$ cat src/rtl/mc_ctrl_fsm.sv
// mc_ctrl_fsm: multi-cycle control FSM for the MIPS-subset core.
// Drives datapath strobes/mux selects from the opcode/funct fields, with a
// memory ready/wait-state handshake on fetch, load and store.
// Optional macro MC_CTRL_EXC_EN adds the precise exception path: an
// illegal-opcode trap and a bus-timeout trap after TO_CYC stalled cycles.
module mc_ctrl_fsm #(
    parameter int OP_W   = 6,
    parameter int FN_W   = 6,
    parameter int TO_CYC = 16
) (
    input  logic            clk,
    input  logic            reset_n,
    input  logic [OP_W-1:0] opcode,
    input  logic [FN_W-1:0] funct,
    input  logic            zero,
    input  logic            mem_ready,
    output logic            pcWrite,
    output logic            pcWriteCond,
    output logic            IorD,
    output logic            memRead,
    output logic            memWrite,
    output logic            IRwrite,
    output logic [1:0]      pcSource,
    output logic            aluSrcA,
    output logic [1:0]      aluSrcB,
    output logic [1:0]      aluOp,
    output logic            regWrite,
    output logic            regDst,
    output logic            memtoReg,
    output logic            linkWrite,
    output logic            ALUOutWrite,
    output logic            MDRWrite,
    output logic            excTake,
    output logic            epcWrite,
    output logic [1:0]      cause,
    output logic [3:0]      state_o
);

    typedef enum logic [3:0] {
        S_IF = 4'd0, S_ID = 4'd1, S_MEMA = 4'd2, S_MEMRD = 4'd3, S_MEMWB = 4'd4,
        S_MEMWR = 4'd5, S_EXR = 4'd6, S_WB_R = 4'd7, S_BRCH = 4'd8, S_JMP = 4'd9,
        S_JALW = 4'd10, S_EXI = 4'd11, S_WB_I = 4'd12, S_JR = 4'd13, S_EXC = 4'd14
    } state_t;

    localparam logic [OP_W-1:0] OP_RTYPE = OP_W'(6'b000000);
    localparam logic [OP_W-1:0] OP_LW    = OP_W'(6'b100011);
    localparam logic [OP_W-1:0] OP_SW    = OP_W'(6'b101011);
    localparam logic [OP_W-1:0] OP_LHU   = OP_W'(6'b100101);
    localparam logic [OP_W-1:0] OP_ADDI  = OP_W'(6'b001000);
    localparam logic [OP_W-1:0] OP_SLTIU = OP_W'(6'b001011);
    localparam logic [OP_W-1:0] OP_BEQ   = OP_W'(6'b000100);
    localparam logic [OP_W-1:0] OP_BNE   = OP_W'(6'b000101);
    localparam logic [OP_W-1:0] OP_J     = OP_W'(6'b000010);
    localparam logic [OP_W-1:0] OP_JAL   = OP_W'(6'b000011);
    localparam logic [FN_W-1:0] FN_JR    = FN_W'(6'b001000);

    state_t state, nextState;

    // Pre-reset-gating strobes, Moore on state except the ready-qualified ones
    logic       pcWriteC, pcWriteCondC, IorDC, memReadC, memWriteC, IRwriteC;
    logic [1:0] pcSourceC, aluSrcBC, aluOpC;
    logic       aluSrcAC, regWriteC, regDstC, memtoRegC, linkWriteC;
    logic       ALUOutWriteC, MDRWriteC, excTakeC, epcWriteC;

    // zero feeds the datapath branch logic only; TO_CYC is dead without the trap path
    logic unusedOk;
    assign unusedOk = &{1'b0, zero, (TO_CYC > 1)};

`ifdef MC_CTRL_EXC_EN
    localparam int CW = $clog2(TO_CYC);
    logic          inWait, timeout;
    logic [CW-1:0] waitCnt;
    logic [1:0]    newCause, causeQ;

    assign inWait  = (state == S_IF) || (state == S_MEMRD) || (state == S_MEMWR);
    // a ready in the timeout cycle wins: the access completes, no trap
    assign timeout = inWait && !mem_ready && (waitCnt == CW'(TO_CYC - 1));

    // stall counter: counts unready cycles of one access, clears on completion or exit
    always_ff @(posedge clk or negedge reset_n) begin
        if (!reset_n)                               waitCnt <= '0;
        else if (inWait && !mem_ready && !timeout)  waitCnt <= waitCnt + 1'b1;
        else                                        waitCnt <= '0;
    end

    // trap cause, loaded on the edge that enters EXC and held until the next trap
    always_ff @(posedge clk or negedge reset_n) begin
        if (!reset_n)               causeQ <= 2'b00;
        else if (newCause != 2'b00) causeQ <= newCause;
    end
    assign cause = causeQ;
`else
    assign cause = 2'b00;
`endif

    // state register
    always_ff @(posedge clk or negedge reset_n) begin
        if (!reset_n) state <= S_IF;
        else          state <= nextState;
    end

    // next-state decode and per-state strobes
    always_comb begin
        nextState    = state;
        pcWriteC     = 1'b0; pcWriteCondC = 1'b0; IorDC     = 1'b0;
        memReadC     = 1'b0; memWriteC    = 1'b0; IRwriteC  = 1'b0;
        pcSourceC    = 2'b00; aluSrcAC    = 1'b0; aluSrcBC  = 2'b00;
        aluOpC       = 2'b00; regWriteC   = 1'b0; regDstC   = 1'b0;
        memtoRegC    = 1'b0; linkWriteC   = 1'b0; ALUOutWriteC = 1'b0;
        MDRWriteC    = 1'b0; excTakeC     = 1'b0; epcWriteC = 1'b0;
`ifdef MC_CTRL_EXC_EN
        newCause     = 2'b00;
`endif
        case (state)
            S_IF: begin
                memReadC = 1'b1; aluSrcBC = 2'b01;
                if (mem_ready) begin
                    IRwriteC = 1'b1; pcWriteC = 1'b1; nextState = S_ID;
                end
`ifdef MC_CTRL_EXC_EN
                else if (timeout) begin
                    nextState = S_EXC; newCause = 2'b10;
                end
`endif
            end
            S_ID: begin
                aluSrcBC = 2'b11;
                if (opcode == OP_LW || opcode == OP_SW || opcode == OP_LHU)
                    nextState = S_MEMA;
                else if (opcode == OP_RTYPE)
                    nextState = (funct == FN_JR) ? S_JR : S_EXR;
                else if (opcode == OP_ADDI || opcode == OP_SLTIU)
                    nextState = S_EXI;
                else if (opcode == OP_BEQ || opcode == OP_BNE)
                    nextState = S_BRCH;
                else if (opcode == OP_J)
                    nextState = S_JMP;
                else if (opcode == OP_JAL)
                    nextState = S_JALW;
                else begin
`ifdef MC_CTRL_EXC_EN
                    nextState = S_EXC; newCause = 2'b01;
`else
                    nextState = S_IF;
`endif
                end
            end
            S_MEMA: begin
                aluSrcAC = 1'b1; aluSrcBC = 2'b10; ALUOutWriteC = 1'b1;
                nextState = (opcode == OP_SW) ? S_MEMWR : S_MEMRD;
            end
            S_MEMRD: begin
                memReadC = 1'b1; IorDC = 1'b1;
                if (mem_ready) begin
                    MDRWriteC = 1'b1; nextState = S_MEMWB;
                end
`ifdef MC_CTRL_EXC_EN
                else if (timeout) begin
                    nextState = S_EXC; newCause = 2'b10;
                end
`endif
            end
            S_MEMWR: begin
                memWriteC = 1'b1; IorDC = 1'b1;
                if (mem_ready) nextState = S_IF;
`ifdef MC_CTRL_EXC_EN
                else if (timeout) begin
                    nextState = S_EXC; newCause = 2'b10;
                end
`endif
            end
            S_MEMWB: begin regWriteC = 1'b1; memtoRegC = 1'b1; nextState = S_IF; end
            S_EXR: begin
                aluSrcAC = 1'b1; aluOpC = 2'b10; ALUOutWriteC = 1'b1; nextState = S_WB_R;
            end
            S_WB_R: begin regWriteC = 1'b1; regDstC = 1'b1; nextState = S_IF; end
            S_EXI: begin
                aluSrcAC = 1'b1; aluSrcBC = 2'b10; ALUOutWriteC = 1'b1;
                aluOpC = (opcode == OP_SLTIU) ? 2'b11 : 2'b00;
                nextState = S_WB_I;
            end
            S_WB_I: begin regWriteC = 1'b1; nextState = S_IF; end
            S_BRCH: begin
                aluSrcAC = 1'b1; aluOpC = 2'b01; pcSourceC = 2'b01; pcWriteCondC = 1'b1;
                nextState = S_IF;
            end
            S_JMP:  begin pcWriteC = 1'b1; pcSourceC = 2'b10; nextState = S_IF; end
            S_JALW: begin
                pcWriteC = 1'b1; pcSourceC = 2'b10; regWriteC = 1'b1; linkWriteC = 1'b1;
                nextState = S_IF;
            end
            S_JR:   begin pcWriteC = 1'b1; pcSourceC = 2'b11; nextState = S_IF; end
`ifdef MC_CTRL_EXC_EN
            S_EXC:  begin pcWriteC = 1'b1; excTakeC = 1'b1; epcWriteC = 1'b1; nextState = S_IF; end
`endif
            default: nextState = S_IF;
        endcase
    end

    // reset masks every strobe combinationally so nothing leaks while held
    assign pcWrite     = reset_n & pcWriteC;
    assign pcWriteCond = reset_n & pcWriteCondC;
    assign IorD        = reset_n & IorDC;
    assign memRead     = reset_n & memReadC;
    assign memWrite    = reset_n & memWriteC;
    assign IRwrite     = reset_n & IRwriteC;
    assign pcSource    = reset_n ? pcSourceC : 2'b00;
    assign aluSrcA     = reset_n & aluSrcAC;
    assign aluSrcB     = reset_n ? aluSrcBC : 2'b00;
    assign aluOp       = reset_n ? aluOpC : 2'b00;
    assign regWrite    = reset_n & regWriteC;
    assign regDst      = reset_n & regDstC;
    assign memtoReg    = reset_n & memtoRegC;
    assign linkWrite   = reset_n & linkWriteC;
    assign ALUOutWrite = reset_n & ALUOutWriteC;
    assign MDRWrite    = reset_n & MDRWriteC;
    assign excTake     = reset_n & excTakeC;
    assign epcWrite    = reset_n & epcWriteC;
    assign state_o     = state;

endmodule
$ cat config.mk
export PLATFORM = sky130hd
export DESIGN_NAME = mc_ctrl_fsm
export DESIGN_NICKNAME = d
export VERILOG_FILES = /design/src/rtl/mc_ctrl_fsm.sv
export SDC_FILE = /design/constraint.sdc
export NUM_CORES = 1
export LEC_CHECK = 0
export ABC_AREA = 1
export CAP_MARGIN = 10
export CORE_ASPECT_RATIO = 0.9
export CORE_MARGIN = 1.5
export CORE_UTILIZATION = 32
export CTS_CLUSTER_SIZE = 30
export DETAILED_ROUTE_END_ITERATION = 8
export PLACE_DENSITY = 0.72
export SLEW_MARGIN = 15
export SYNTH_ARGS = -nofsm -noshare
export SYNTH_HDL_FRONTEND = slang
export SYNTH_SLANG_ARGS = --single-unit
export TNS_END_PERCENT = 5
$ cat constraint.sdc
create_clock -name clk -period 1.3 [get_ports clk]
set_input_delay 0.26 -clock clk [delete_from_list [all_inputs] [get_ports clk]]
set_output_delay 0.26 -clock clk [all_outputs]
set_load 0.01 [all_outputs]
# Yosys cells after proc, flatten, opt, wreduce, memory -nomap -nowiden
# Cells that the tools add are included.
# totals
reg_bits,4
inputBits,16
out_inout_bits,27
wordCells,88
# classes
n_eq_ne,26
muxes,33
n_bitwise,13
n_reduce_logical,15
# ops
operator,count
4-bit two-way mux,10
4-bit case mux with 7 select lines,1
"4-bit == test, second input constant",6
"6-bit by 4-bit == test with 1-bit output, second input constant",3
"6-bit == test, second input constant",3
2-bit case mux with 3 select lines,3
"4-bit by 3-bit == test with 1-bit output, second input constant",4
1-bit AND,13
1-bit two-way mux,13
"6-bit by 2-bit == test with 1-bit output, second input constant",2
"6-bit by 3-bit == test with 1-bit output, second input constant",2
"4-bit by 2-bit == test with 1-bit output, second input constant",2
2-bit two-way mux,4
2-bit OR reduction,4
4-bit OR reduction,2
6-bit zero test,1
"2-bit inequality test, second input constant",3
3-bit OR reduction,2
"4-bit by 1-bit == test with 1-bit output, second input constant",1
4-bit zero test,1
1-bit logical OR,4
3-bit two-way mux,1
3-bit AND reduction,1
1-bit case mux with 2 select lines,1

# Longest topological paths before layout
# Gate-level depths: netlist of the first run.
# logic_depth
word_depth,8
mapped_depth,9
mapped_depth_nobuf,9

# Worst setup path after synthesis of the first run
# Ideal clock, no wire load.
# synth_path
path_type,reg-to-output
start,"register state[3], in the netlist state_o[3]"
end,output pcWrite
t_arrival_ps,1256
t_required_ps,1040
setup_slack_ps,-216
stages_incl_launch_ff,5
path_buffers,0
path_cell_list,dfrtp_1 -> nor2_2 -> nand2_1 -> nor3_1 -> or2_1
# synth_between
elab_chain_len,4
# synth_lines
item,line,text
"start, declared",57,"state_t state, nextState;"
"start signal, assigned",99,else state <= nextState;
4-bit == test,114,case (state)
3-bit OR reduction (no line),-,
1-bit case mux with 2 select lines *,114,
1-bit AND *,201,assign pcWrite = reset_n & pcWriteC;
"end, declared",17,"output logic pcWrite,"
# Every way passes the cells marked *; elsewhere a longest branch is shown, timed or not.

# Worst setup path after layout of the first run
# layout_path
start,"register state[0], in the netlist state_o[0]"
end,output ALUOutWrite
# layout_between
elab_chain_len,4
# layout_lines
item,line,text
"4-bit == test, or another cell as far along",114,
3-bit OR reduction (no line) *,-,
1-bit two-way mux *,114,
1-bit AND *,215,assign ALUOutWrite = reset_n & ALUOutWriteC;
"end, declared",31,"output logic ALUOutWrite,"
# Marks and branches as above.

==> results.tsv, run 1 <==
metric	value	unit
status	complete, but fails checks	
failing checks	negative setup slack	
Vias/cell	4.945	
P&R area growth vs syn	121.7	%
worst-case clock buffer depth	2	
VDD IR max	1.041	mV
yosys warns	0	
total design power	1.812	mW
clock network power share	8.5	%
Clock Pin Slew Worst Setup and Hold Paths	0.04	ns
Worst Setup Start Kind	flip-flop	
Min-Delay Path Class	input port to async pin	
DRC violations left	0	
cell count after synthesis	128	
Clock Skews	0.006920	ns
clk_lat worst skew	0.24	ns
sequential fraction of the synthesis area	14.95	%
top_reg_cell synth	dfrtp_1	
first-pass GRT wire length	4.353	mm
Max-Cap Viols	0	
antenna violations before repair	0	
number of synthesized flops with an enable pin	0	
Final Setup Violations	26	
CTS Sinks	4	
GP Congestion	0.8606	
Cell Pwr Density	1221	mW/mm^2
post-synth cell types	23	
DRT iter0 DRCs	38	
layout cells sized above 1	58.49	%
most frequent cells in the layout	buf_4 (44), nand2_1 (20), nor2_1 (17), buf_2 (17)	
H-Tree Depth	1	
Post-Syn Area per Cell	5.230	um^2
final core occ	76.03	%
unrepaired setup endpoints after global routing	yes	
NumNets Final	230	
crit path time final	1.704	ns
total grt overflow	0	
fmax	586.8	MHz
IO Pins	43	
diode count	0	
Cell Rows	15	
DRT Pass-1 Iters	4	
Sequential Power Share	15.0	%
max reg flops	4	
mapped cell area	669.4	um^2
combinational share of power	76.5	%
Buffers on Ports	37	
switching power	0.8590	mW
final worst slack	-0.4043	ns
root buf cell	clkbuf_4	
starting density of the core	34.29	%
Seq cells post-synth	4	
final WL	3.225	mm
CTS tree	done	
WP data required	1.04	ns
largest fanout on the critical path	5	
Worst Setup Path Type	flip-flop to output port	
placed wire-length estimate	2.185	mm
commonest non-fill, non-tap cell in the layout	buf_4	
Lkg Pwr	0.8256	nW
Antenna Nets Post-Route	0	
CP arrival	1.44	ns
total CTS buffers	3	
async set-reset flop share out of synthesis	100.0	%
pre-CTS WS	-0.7606	ns
sw frac	47.42	%
Die X	51.21	um
final-report max-slew violation count	0	
largest net degree at the start of global routing	7	
Setup crit end kind	output port	
Final Hold Fails	0	
routed len/inst	13.61	um
Die Y	46.39	um
All-Layer GR Usage	25.10	%
Die Area	0.002376	mm^2
number of global-route vias before repair	1000	
final worst path period share	131.1	%
cell-internal power	0.9526	mW
core area	0.001952	mm^2
routed vias	1172	
## cells in the mapped netlist, types with 2 or more instances
cell | count | area (um^2)
o21ai_2 | 2 | 17.52
nor2_2 | 5 | 31.28
nor3_1 | 4 | 20.02
buf_4 | 4 | 30.03
a21oi_1 | 3 | 15.01
nand3_1 | 12 | 60.06
inv_1 | 23 | 86.33
nand4_1 | 3 | 18.77
nand2_1 | 32 | 120.1
dfrtp_1 | 4 | 100.1
nor2_1 | 24 | 90.09
## area by class of cell
cell class | instances | area [um^2]
clock buffer | 3 | 22.52
fill | 144 | 467.9
inverter | 24 | 90.09
multi-input combinational | 98 | 588.1
sequential | 4 | 105.1
tap | 25 | 31.28
timing repair buffer | 83 | 646.9
## worst max-delay path, stage by stage (launching register included)
cell	delay, ns
dfrtp_2	0.47
inv_2	0.11
nand2_4	0.08
nor2_2	0.16
inv_2	0.09
a21oi_2	0.15
buf_2	0.15
## cell families after synthesis
logic type	share of synthesized area, %
flip-flops	14.95
AND/OR/NAND/NOR	57.01
other	0.5602
AO/OA/AOI/OAI	8.974
buffers and inverters	18.50
## stage by stage
stage / TNS (ns) / instances / hold slack, ns / cell area (um^2)
final: -6.833 / 237 / 0.4794 / 1484
after global routing: -8.348 / 237 / 0.4786 / 1484
after CTS: -6.437 / 233 / 0.4586 / 1386
after detailed placement: -14.07 / 228 / 0.6764 / 1390
after global placement: -13.40 / 228 / 0.6745 / 1390
after floorplan: -0.1562 / 131 / -0.03559 / 721.9
## timing repair
| item | CTS | global route |
|---|---|---|
| cloned | 0 | 0 |
| hold buffers | 0 | 0 |
| gates resized for setup | 105 | 27 |
| setup buffers | 2 | 4 |
| pin swaps | 6 | 16 |
| endpoints found under the setup margin | 27 | 27 |
## per-layer routing
metal | global-route usage, % | routed length, um | vias up
li1 | - | - | 562
met1 | 30.80 | 1172 | 530
met2 | 43.38 | 1656 | 66
met3 | 4.545 | 301 | 14
met4 | 11.58 | 95 | 0
met5 | 0 | 0 | -
## power groups by stage
| stage | registers [mW] | clock network, mW | logic, mW |
|---|---|---|---|
| global route | 0.279 | 0.171 | 1.47 |
| detailed placement | 0.240 | 0 | 1.23 |
| global placement | 0.237 | 0 | 1.20 |
| CTS | 0.253 | 0.166 | 1.26 |
| finish | 0.272 | 0.153 | 1.39 |
| floorplan | 0.252 | 0 | 0.509 |
## worst paths after layout
| path | start | endpoint | slack [ns] | cells after the start |
|---|---|---|---|---|
| worst max-delay path | state_o[0] | ALUOutWrite | -0.40 | 6 |
| worst max register to register | state_o[1] | state_o[0] | -0.14 | 10 |
| worst min-delay path | reset_n | state_o[2] | 0.48 | 3 |
| max in group asynchronous | reset_n | state_o[0] | 0.69 | 3 |
| worst min register to register | state_o[2] | state_o[1] | 0.68 | 3 |
| min in group clk | opcode[4] | state_o[1] | 0.61 | 7 |
Power figures use the tool's default switching activity.
==> run 2: changes to the inputs <==
--- a/config.mk
+++ b/config.mk
@@ -7,12 +7,13 @@
 export LEC_CHECK = 0
 export ABC_AREA = 1
 export CAP_MARGIN = 10
-export CORE_ASPECT_RATIO = 0.9
 export CORE_MARGIN = 1.5
-export CORE_UTILIZATION = 32
+export CORE_UTILIZATION = 45
 export CTS_CLUSTER_SIZE = 30
 export DETAILED_ROUTE_END_ITERATION = 8
-export PLACE_DENSITY = 0.72
+export DONT_BUFFER_PORTS = 1
+export PLACE_DENSITY = 0.59
+export RECOVER_POWER = 25
 export SLEW_MARGIN = 15
 export SYNTH_ARGS = -nofsm -noshare
 export SYNTH_HDL_FRONTEND = slang
==> run 2 against run 1 <==
Net effect: the run still ends with negative setup slack left; flip-flop and latch count unchanged; global-route usage up 0.96 points; wire length down 30%; critical path depth up 1; worst setup slack better by 0.067 ns; utilization up 0.25 points; register-to-register slack better by 0.11 ns; combinational power down 25%; sequential power down 6%; largest power group unchanged.
==> results.tsv, run 2 (same netlist as run 1, synthesis figures left out) <==
metric	value	unit	change
status	complete, but fails checks		
failing checks	negative setup slack		
final-report max-slew violation count	0		unchanged
Cell Pwr Density	1406	mW/mm^2	+15%
Worst Setup Path Type	flip-flop to output port		
antenna violations before repair	0		unchanged
layout cells sized above 1	45.57	%	-13 points
GP Congestion	0.8547		-0.69%
Fillers	121		-16%
starting density of the core	49.58	%	+15 points
CTS tree	done		
CP arrival	1.38	ns	-0.06 ns
number of global-route vias before repair	811		-19%
VDD IR max	1.019	mV	-2.1%
All-Layer GR Usage	26.06	%	+0.96 points
Final Hold Fails	0		unchanged
count of non-filler cells in the finished layout	173		-27%
max reg flops	4		unchanged
core area	0.001350	mm^2	-31%
Worst Setup Start Kind	flip-flop		
Min-Delay Path Class	input port to flip-flop		
Final Setup Violations	21		-19%
Buffers on Ports	0		-100%
DRT Pass-1 Iters	4		unchanged
Hold Crit Depth	1		
Antenna Nets Post-Route	0		unchanged
HP Start	mem_ready		
WP data required	1.04	ns	about the same
Post-Place Cells	169		-26%
Rel. slew slack	64.13	%	
worst-case clock buffer depth	2		unchanged
Crit Reg-Reg Endpoint	state_o[2]		
slew at the pin closest to its max-slew limit	0.5374	ns	
Setup crit end kind	output port		
total grt overflow	0		unchanged
P&R area growth vs syn	53.83	%	
Vias/cell	5.277		+6.7%
largest net degree at the start of global routing	12		+5
CTS Sinks	4		unchanged
fmax	610.8	MHz	+4.1%
final worst path period share	125.9	%	-5.2 points
routed vias	913		-22%
IO Pins	43		unchanged
setup TNS	-4.583	ns	+2.250 ns
placed wire-length estimate	1.704	mm	-22%
Crit-path slowest cell	dfrtp_2		
crit-path max cell delay	0.44	ns	-0.03 ns
Critical Path, Cell by Cell	inv_2, nand2_2, nor2_4, inv_4, nor3_4, nor2_1, nor2_2		
worst reg-to-reg setup slack	-0.03	ns	+0.11 ns
most frequent cells in the layout	nand2_1 (27), buf_4 (27), inv_1 (18), nor2_1 (16), nand3_1 (11)		
unrepaired setup endpoints after global routing	yes		
Die Y	41.57	um	-10%
r2r startpoint	state_o[1]		
R2R depth	9		-1
Die X	41.57	um	-19%
clk_lat worst skew	0.23	ns	about the same
first-pass GRT wire length	3.505	mm	-19%
Clock Pin Slew Worst Setup and Hold Paths	0.04	ns	about the same
H-Tree Depth	1		unchanged
Hold EP	state_o[2]		
cell area after layout	0.001030	mm^2	-31%
Die Area	0.001728	mm^2	-27%
Setup Fix Bufs, Post-CTS	0		-2
area of placed instances	917.1	um^2	-34%
final WL	2.271	mm	-30%
DRC violations left	0		unchanged
diode count	0		unchanged
NumNets Final	176		-23%
Lkg Pwr	0.5441	nW	-34%
DRT iter0 DRCs	19		-50%
Max-Cap Viols	0		unchanged
routed len/inst	13.13	um	-3.5%
crit path time final	1.637	ns	-0.06711 ns
total CTS buffers	3		unchanged
largest fanout on the critical path	4		-1
Cell Rows	13		-2
root buf cell	clkbuf_4		
Clock Skews	0.005411	ns	-0.001510 ns
total design power	1.448	mW	-20%
final worst slack	-0.3371	ns	+0.06711 ns
run 2: metal layers:
layer | share of wire, % | track usage, % | wire length [um] | up-vias
li1 | - | - | - | 456
met1 | 40 | 29.41 | 917 | 412
met2 | 52 | 46.56 | 1174 | 39
met3 | 5.7 | 3.043 | 129 | 6
met4 | 2.2 | 14.84 | 50 | 0
met5 | 0 | 0 | 0 | -
run 2: through the flow:
step	hold WS, ns	setup slack [ns]	util, %
floorplan	-0.03559	-0.04808	-
global route	0.09240	-0.4459	76.27
global placement	-0.03526	-0.09133	67.93
CTS	0.1010	-0.3296	73.22
detailed placement	-0.03525	-0.1136	67.93
finish	0.1066	-0.3371	76.27
run 2: power breakdown:
group / internal, mW / switching (mW) / leakage, nW
Clock: 0.103 / 0.0476 / 0.0138
Combinational: 0.469 / 0.572 / 0.483
Sequential: 0.172 / 0.0841 / 0.0472
Total: 0.745 / 0.703 / 0.544
run 2: critical path, delay by kind of cell, from the launching register on:
kind / cells / cell delay [ns]
DFF: 1 / 0.44
and+or+nand+nor: 5 / 0.56
buffers and inverters: 2 / 0.14
run 2: timing repair:
action / in CTS / in global routing
hold buffers: 1 / 0
endpoints found under the setup margin: 21 / 21
gates resized for setup: 14 / 11
pin swaps: 5 / 2
endpoints found under the hold margin: 4 / 0
run 2: how the worst max path moves through the flow:
stage / cells past startpoint / slack (ns) / from / to
after floorplan: 4 / -0.05 / state_o[1] / pcWrite
after global placement: 7 / -0.09 / state_o[2] / aluOp[0]
after detailed placement: 6 / -0.11 / state_o[0] / aluOp[1]
after CTS: 7 / -0.33 / state_o[2] / aluOp[1]
after global routing: 6 / -0.45 / state_o[0] / aluSrcA
final: 7 / -0.34 / state_o[2] / aluOp[1]
run 2: cell type report:
| type | count | area, um^2 | share of cell area [%] |
|---|---|---|---|
| Tap cell | 15 | 18.77 | 1.823 |
| Timing Repair Buffer | 29 | 224.0 | 21.75 |
| Sequential cell | 4 | 105.1 | 10.21 |
| Inverter | 24 | 92.59 | 8.991 |
| Clock buffer | 3 | 22.52 | 2.187 |
| Multi-Input combinational cell | 98 | 566.8 | 55.04 |
